$ cat config.mk
export PLATFORM = sky130hd
export DESIGN_NAME = count_stream_decoder_flat
export DESIGN_NICKNAME = d
export VERILOG_FILES = /design/src/rtl/count_stream_if.sv /design/src/rtl/count_stream_decoder.sv /design/src/flat_wrapper.sv
export SDC_FILE = /design/constraint.sdc
export NUM_CORES = 1
export LEC_CHECK = 0
export CELL_PAD_IN_SITES_DETAIL_PLACEMENT = 1
export CELL_PAD_IN_SITES_GLOBAL_PLACEMENT = 1
export CORE_MARGIN = 3
export CORE_UTILIZATION = 45
export CTS_BUF_LIST = sky130_fd_sc_hd__clkbuf_8
export DETAILED_ROUTE_END_ITERATION = 8
export DONT_BUFFER_PORTS = 1
export HOLD_SLACK_MARGIN = 0.05
export PLACE_DENSITY_LB_ADDON = 0.1
export SETUP_SLACK_MARGIN = 0.1
export SLEW_MARGIN = 10
export SYNTH_ARGS = -nofsm -noshare
export SYNTH_HDL_FRONTEND = slang
export SYNTH_SLANG_ARGS = --single-unit
export TNS_END_PERCENT = 5
$ cat constraint.sdc
create_clock -name clk -period 2.8 [get_ports clk]
set_input_delay 0.28 -clock clk [delete_from_list [all_inputs] [get_ports clk]]
set_output_delay 0.28 -clock clk [all_outputs]
set_load 0.05 [all_outputs]
$ cat src/rtl/count_stream_if.sv
// Count stream bus: sampled counter value plus its valid strobe.
interface count_stream_if #(
    parameter int WIDTH = 4
);
    logic             in_valid;
    logic [WIDTH-1:0] in_count;

    modport master (output in_valid, output in_count);
    modport slave  (input  in_valid, input  in_count);
endinterface

$ cat src/rtl/count_stream_decoder.sv
// Recovers parity/direction from an observed count stream,
// flags illegal steps and reports lock after a run of legal steps.
module count_stream_decoder #(
    parameter int WIDTH      = 4,
    parameter int LOCK_COUNT = 4,
    parameter int ERR_W      = 8
) (
    input  logic               clk,
    input  logic               rst,
    input  logic               clr,
    count_stream_if.slave      s_in,
    output logic               p_out,
    output logic               f_out,
    output logic               step_pulse,
    output logic               align_pulse,
    output logic               err_pulse,
    output logic               lock,
    output logic [ERR_W-1:0]   err_count
);
    typedef enum logic [1:0] {EMPTY, ACQ, LOCKED} state_t;

    localparam logic [WIDTH-1:0] D_ONE   = WIDTH'(1);
    localparam logic [WIDTH-1:0] D_TWO   = WIDTH'(2);
    localparam logic [WIDTH-1:0] D_BACK  = ~D_ONE;
    localparam logic [3:0]       RUN_MAX = 4'(LOCK_COUNT);

    state_t           r_state, w_state_n;
    logic [WIDTH-1:0] r_prev, w_prev_n, w_d;
    logic [3:0]       r_run, w_run_n;
    logic             r_p, w_p_n, r_f, w_f_n;
    logic             r_step, w_step_n, r_align, w_align_n;
    logic             r_err, w_err_n, r_lock, w_lock_n;
    logic [ERR_W-1:0] r_errc, w_errc_n;
    logic             w_legal;

    assign w_d     = s_in.in_count - r_prev;
    assign w_legal = (w_d == D_ONE) || (w_d == D_TWO) || (w_d == D_BACK);

    always_comb begin
        w_state_n = r_state;
        w_prev_n  = r_prev;
        w_run_n   = r_run;
        w_p_n     = r_p;
        w_f_n     = r_f;
        w_lock_n  = r_lock;
        w_errc_n  = r_errc;
        w_step_n  = 1'b0;
        w_align_n = 1'b0;
        w_err_n   = 1'b0;
        if (clr) begin
            // Clear wins over a coincident sample, which is dropped
            w_state_n = EMPTY;
            w_run_n   = '0;
            w_lock_n  = 1'b0;
            w_errc_n  = '0;
            w_p_n     = 1'b0;
            w_f_n     = 1'b0;
        end else if (s_in.in_valid) begin
            w_prev_n = s_in.in_count;
            if (r_state == EMPTY) begin
                w_state_n = ACQ;
            end else if (w_legal) begin
                w_p_n = s_in.in_count[0];
                unique case (1'b1)
                    (w_d == D_ONE):  w_align_n = 1'b1;
                    (w_d == D_TWO):  begin w_f_n = 1'b1; w_step_n = 1'b1; end
                    (w_d == D_BACK): begin w_f_n = 1'b0; w_step_n = 1'b1; end
                endcase
                w_run_n = (r_run >= RUN_MAX) ? RUN_MAX : r_run + 4'd1;
                if (w_run_n == RUN_MAX) begin
                    w_state_n = LOCKED;
                    w_lock_n  = 1'b1;
                end
            end else begin
                w_err_n   = 1'b1;
                w_errc_n  = (&r_errc) ? r_errc : r_errc + 1'b1;
                w_run_n   = '0;
                w_state_n = ACQ;
                w_lock_n  = 1'b0;
            end
        end
    end

    always_ff @(posedge clk or posedge rst) begin
        if (rst) begin
            r_state <= EMPTY;
            r_prev  <= '0;
            r_run   <= '0;
            r_p     <= 1'b0;
            r_f     <= 1'b0;
            r_step  <= 1'b0;
            r_align <= 1'b0;
            r_err   <= 1'b0;
            r_lock  <= 1'b0;
            r_errc  <= '0;
        end else begin
            r_state <= w_state_n;
            r_prev  <= w_prev_n;
            r_run   <= w_run_n;
            r_p     <= w_p_n;
            r_f     <= w_f_n;
            r_step  <= w_step_n;
            r_align <= w_align_n;
            r_err   <= w_err_n;
            r_lock  <= w_lock_n;
            r_errc  <= w_errc_n;
        end
    end

    assign p_out       = r_p;
    assign f_out       = r_f;
    assign step_pulse  = r_step;
    assign align_pulse = r_align;
    assign err_pulse   = r_err;
    assign lock        = r_lock;
    assign err_count   = r_errc;
endmodule

$ cat src/flat_wrapper.sv
// flat-port wrapper written by rule: the top's interface ports become plain ports
module count_stream_decoder_flat 
#(
    parameter int WIDTH      = 4,
    parameter int LOCK_COUNT = 4,
    parameter int ERR_W      = 8
)
  (clk, rst, clr, p_out, f_out, step_pulse, align_pulse, err_pulse, lock, err_count, s_in_in_valid, s_in_in_count);
  count_stream_if #(.WIDTH(WIDTH)) s_in_i ();
  input  logic clk;
  input  logic rst;
  input  logic clr;
  output logic p_out;
  output logic f_out;
  output logic step_pulse;
  output logic align_pulse;
  output logic err_pulse;
  output logic lock;
  output logic [ERR_W-1:0] err_count;
  input wire logic [$bits(s_in_i.in_valid)-1:0] s_in_in_valid;
  input wire logic [$bits(s_in_i.in_count)-1:0] s_in_in_count;
  assign s_in_i.in_valid = s_in_in_valid;
  assign s_in_i.in_count = s_in_in_count;
  count_stream_decoder #(.WIDTH(WIDTH), .LOCK_COUNT(LOCK_COUNT), .ERR_W(ERR_W)) u_core (.clk(clk), .rst(rst), .clr(clr), .s_in(s_in_i), .p_out(p_out), .f_out(f_out), .step_pulse(step_pulse), .align_pulse(align_pulse), .err_pulse(err_pulse), .lock(lock), .err_count(err_count));
endmodule
**Word level (Yosys, flattened, before mapping)**

Index checks and enable logic that the tools add are counted.
W data, S select, Z words.

- Bits in registers: 24
- Input bits: 8
- Output and inout port bits: 14

- Mux-type cells: 43
- Order comparisons: 1
- Bitwise logic cells: 1
- Reduce and logical (&&, ||, !) cells: 15
- Eq/ne operators: 9
- Add/sub/neg operators: 3

Operators by type and width:

| kind | count |
|---|---|
| $mux W8 | 5 |
| $mux W1 | 27 |
| $mux W4 | 5 |
| $mux W2 | 5 |
| $add A8 B1 Y8 const B | 1 |
| $reduce_and A4 Y1 | 2 |
| $reduce_and A8 Y1 | 1 |
| $ne A2 B2 Y1 const B | 3 |
| $reduce_and A2 Y1 | 3 |
| $reduce_and A3 Y1 | 2 |
| $add A4 B1 Y4 const B | 1 |
| $eq A4 B1 Y1 const B | 1 |
| $eq A4 B2 Y1 const B | 1 |
| $eq A4 B3 Y1 const B | 1 |
| $eq A4 B4 Y1 const B | 1 |
| $ge A4 B3 Y1 const B | 1 |
| $ne A4 B4 Y1 const B | 1 |
| $reduce_bool A2 Y1 | 2 |
| $sub A4 B4 Y4 | 1 |
| $ne A3 B3 Y1 const B | 1 |
| $reduce_bool A3 Y1 | 1 |
| $logic_not A2 Y1 | 1 |
| $logic_or A1 B1 Y1 | 2 |
| $pmux W1 S2 | 1 |
| other kinds (2) | 2 |

**Logic depth before layout (Yosys ltp)**

Gate-level depths: netlist of run 1.

- Word-level depth: 8
- Gate-level depth with buffers: 9

**Least setup slack after synthesis of run 1**

OpenSTA, ideal clock, no wires.

- Kind: register -> register
- From: reg u_core.r_prev[0]
- To: reg u_core.r_errc[4] (netlist: u_core.err_count[4])
- Arrival time: 2.375 ns
- Required time: 2.673 ns
- Stages on the path, launching flop included: 9
- Library setup time: 0.127 ns
- Path slack: 0.298 ns
- Path buffers: 0
- Path through: dfrtp_1 -> ha_1 -> fa_1 -> xnor2_1 -> a21oi_1 -> a2111o_1 -> a21boi_2 -> and3_1 -> mux2_1

- Cells in the longest elaborated chain, start to end: 6
- Elaborated cells between the ends (all ways): 8
- Those cells by class: add/sub: 1; eq/ne: 4; reduce/logical: 3

Ends and longest elaborated chain:

| what | line | source |
|---|---|---|
| start: declaration | count_stream_decoder.sv:28 | `logic [WIDTH-1:0] r_prev, w_prev_n, w_d;` |
| start signal: assignment | count_stream_decoder.sv:98 | `r_prev <= w_prev_n;` |
| $sub A4 B4 Y4 * | count_stream_decoder.sv:36 | `assign w_d = s_in.in_count - r_prev;` |
| $eq A4 B1 Y1 / $eq A4 B2 Y1 (equally long branches) | count_stream_decoder.sv:37 | `assign w_legal = (w_d == D_ONE) \|\| (w_d == D_TWO) \|\| (w_d == D_BACK);` |
| $logic_or A1 B1 Y1 | count_stream_decoder.sv:37 |  |
| $logic_or A1 B1 Y1 * | count_stream_decoder.sv:37 |  |
| $ne A2 B2 Y1 (no source line) * | -- |  |
| $reduce_and A4 Y1 (no source line) * | -- |  |
| end signal: assignment | count_stream_decoder.sv:106 | `r_errc <= w_errc_n;` |
| end: declaration | count_stream_decoder.sv:33 | `logic [ERR_W-1:0] r_errc, w_errc_n;` |

Mark *: on every way between the ends. The rest lies on a longest branch, timed or not.
A chain may end at the register's enable or synchronous reset.

**Worst setup path after layout of run 1**

Ends and elaborated chain as after synthesis.

==> metrics.cfg, run 1 <==
[sta]
finalHoldViolCount = 0
relSlewSlack = 0.3939
fmax_ghz = 0.3854
fin_crit_sh = 0.9267
hold_ws_ns = 0.05963
layout_min_cycle_time_ns = 2.595
rsz0062_at_grt = no
clock_skew_ns = 0.005256
finalSetupViolCount = 0
tightest_slew_ns = 0.9082
fin_setup_tns_ns = 0
maxSlewViolCount = 0

[synth]
synth_top_area_frac = 0.4428
netlist_area_um2 = 1356
ys_warn_count = 0
postSynthAreaPerCell_um2 = 9.551
yosysSeqAreaShare = 0.4428
syn-num-nets = 156
synth_area_leader_cell = dfrtp_1
ys_ff_latch = 24
synth_cells = 142
synthTopCellsByArea = dfrtp_1, nor2_1, ha_1
ys_async_sr_fraction = 1.000
synth.distinct_cells = 39
synth-edff-count = 0
synth_flop_cell = dfrtp_1

[clocking]
clock_sinks = 24
ctsHoldBuffers = 0
clockRootBuffer = clkbuf_8
cts.htree.levels = 1
cts_tree = done
clock_latency_ns = 0.27
cts.reportedPaths.clkPinSlew_ns = 0.08
cts_buffer_depth = 2
cts_buffers = 3

[pwr]
p_per_area_nw_per_um2 = 534.5
power_frac_seq = 0.474
p_switching_uw = 275.3
power_frac_comb = 0.279
p_int_uw = 551.3
vdd_drop_max_mv = 0.2891
power_frac_clock = 0.247
switching_share = 0.3331
p_leak_uw = 0.0007474

[setup_path]
cp_max_fo = 3
slowest_stage = fa_1
critPathArrivalTime_ns = 2.75
worstSetupEndpointType = flop
critPathKind = flop to flop
crit_chain = ha_1 -> fa_1 -> nand2b_1 -> a21oi_1 -> a2111o_1 -> a21boi_2 -> and3_1 -> mux2_1
cp.required_ns = 2.96
cp-start-kind = flop
cpPeakStageDelay_ns = 0.54

[routing]
drc = 0
num_vias = 1086
drtAntennaViolNets = 0
drt-wirelength-per-cell_um = 17.31
wl_met3_um = 103
drt-met1-wl_um = 1439
dr_wl_met2_um = 1604
top_layer_used = met4
drt-pass1-iter-count = 4
viasPerCell = 5.839
drtIter0Drc = 26
postRouteWirelength_um = 3220

[flow_run]
drv_cap = 0

[place]
numPortBuffers = 0
dp_hpwl_um = 2407
routabilityCongestion = 0.7598
place_area_um2 = 1458

[global_route]
track_usage = 0.2001
grt_max_degree = 27
antenna_found_initial = 0
grt_pass1_wl_um = 5292
grt-ovfl-total = 0
grt_pass1_vias = 1174

[finish]
num-fill-cells = 327
diodes = 0
final_area_um2 = 1546
fin_nets = 171
area_growth_pct = 14.02
drive_above_1_share = 0.1548

[floorplanning]
row_count = 19
die_area_um2 = 3709
start_util = 0.4835
fp.dieW_um = 60.90
die_y_um = 60.90
pin_count = 22
core_um2 = 2805

[hold_path]
hp-class = primary input to flop

[outcome]
status = finished clean

## placed cells by master, fill, tap and decap left out, types with 2 or more instances in the layout
cell type and count:
and3b_1 2, mux2_2 3, and4_1 2, buf_4 13, mux2_1 3, nand2b_1 5, and3_1 5, o21ai_0 5
clkbuf_8 3, nor2_1 17, o2bb2ai_1 2, xnor2_1 3, nand2_1 9, nor4_1 2, nand3_1 5, nor3_1 4
a21o_1 2, and2_1 3, inv_1 9, a21oi_1 7, dfrtp_1 24, nor2b_1 4, nand4_1 2, ha_1 4
## repair_timing
action | 4_1_cts | 5_1_grt
pin swaps | 0 | 2
setup buffers | 0 | 3
gates cloned | 0 | 0
resized for setup | 1 | 3
endpoints found under the setup margin | 3 | 5
## final cells by class
class | count | area [µm²] | share of cell area
timing repair buffer | 13 | 97.59 | 0.06311
sequential | 24 | 600.6 | 0.3884
multi-input combinational | 106 | 734.5 | 0.4749
inverter | 9 | 33.78 | 0.02184
clock buffer | 3 | 41.29 | 0.02670
tap | 31 | 38.79 | 0.02508
## synth_stat cells (3+ instances only)
library cell	instances
nor2b_1	4
mux2_1	3
nor3_1	4
and3_1	5
nand3_1	5
dfrtp_1	24
a21oi_1	7
nor2_1	17
nand2b_1	5
ha_1	5
o21ai_0	5
and2_1	3
mux2_2	3
xnor2_1	4
inv_1	9
nand2_1	9
## power groups by stage
stage | logic, µW | registers, µW | clock network, µW
after floorplan | 148 | 412 | 0
final | 230 | 392 | 204
after detailed placement | 214 | 400 | 0
after global routing | 257 | 395 | 227
after global placement | 201 | 398 | 0
after CTS | 219 | 393 | 213
## per-layer routing
metal	global-route usage	up-vias
li1	-	526
met1	0.2328	538
met2	0.3450	18
met3	0.03617	4
met4	0.1115	0
met5	0	-
## sequential cells by signal (all words and copies together) (netlist names)
| signal | count |
|---|---|
| u_core.align_pulse | 1 |
| u_core.err_count | 8 |
| u_core.err_pulse | 1 |
| u_core.f_out | 1 |
| u_core.lock | 1 |
| u_core.p_out | 1 |
| u_core.r_prev | 4 |
| u_core.r_run | 4 |
| u_core.r_state | 2 |
| u_core.step_pulse | 1 |
## cells by family (layout without fill, tap and decap cells)
kind of cell    count (synthesis)  count (layout)  share of synthesized area
mux                             7               7                    0.05719
fa+ha+maj                       6               6                    0.06089
compound gates                 25              25                     0.1255
buf+inv                        12              25                    0.03413
xor+xnor                        5               5                    0.03229
simple gates                   63              63                     0.2472
flops                          24              24                     0.4428
## path summary, 6_finish.rpt
kind	from	endpoint	slack, ns	cells after the start
setup reg to reg	u_core.r_prev[0]	u_core.err_count[4]	0.21	8
hold / removal	clr	u_core.r_run[0]	0.06	1
min in group asynchronous	rst	u_core.err_count[6]	0.09	1
setup / recovery	u_core.r_prev[0]	u_core.err_count[4]	0.21	8
hold reg to reg	u_core.r_prev[0]	u_core.r_prev[0]	0.51	2
max in group asynchronous	rst	u_core.lock	2.15	1
## worst max-delay path, delay by kind of cell, from the launching register on
| family | cells | cell delay [ns] |
|---|---|---|
| AOI/OAI and AO/OA | 3 | 0.67 |
| DFF | 1 | 0.39 |
| adders and majority gates | 2 | 0.74 |
| muxes | 1 | 0.32 |
| and+or+nand+nor | 2 | 0.36 |
## stage by stage
step	utilization	instances	setup slack (ns)	power, µW
finish	0.5513	186	0.2052	826.7
global route	0.5513	186	0.1017	878.7
CTS	0.5370	183	0.1059	825.9
detailed placement	0.5196	180	0.05969	613.9
global placement	0.5196	180	0.1987	599.5
floorplan	-	142	0.2979	560.7
Note: power is estimated with default switching activity, not from simulation.
==> run 2: changes to the inputs <==
--- a/config.mk
+++ b/config.mk
@@ -15,6 +15,7 @@
 export HOLD_SLACK_MARGIN = 0.05
 export PLACE_DENSITY_LB_ADDON = 0.1
 export SETUP_SLACK_MARGIN = 0.1
+export SKIP_LAST_GASP = 1
 export SLEW_MARGIN = 10
 export SYNTH_ARGS = -nofsm -noshare
 export SYNTH_HDL_FRONTEND = slang
==> results of run 2 <==
Final layout, timing and power as in run 1 (identical DEF).
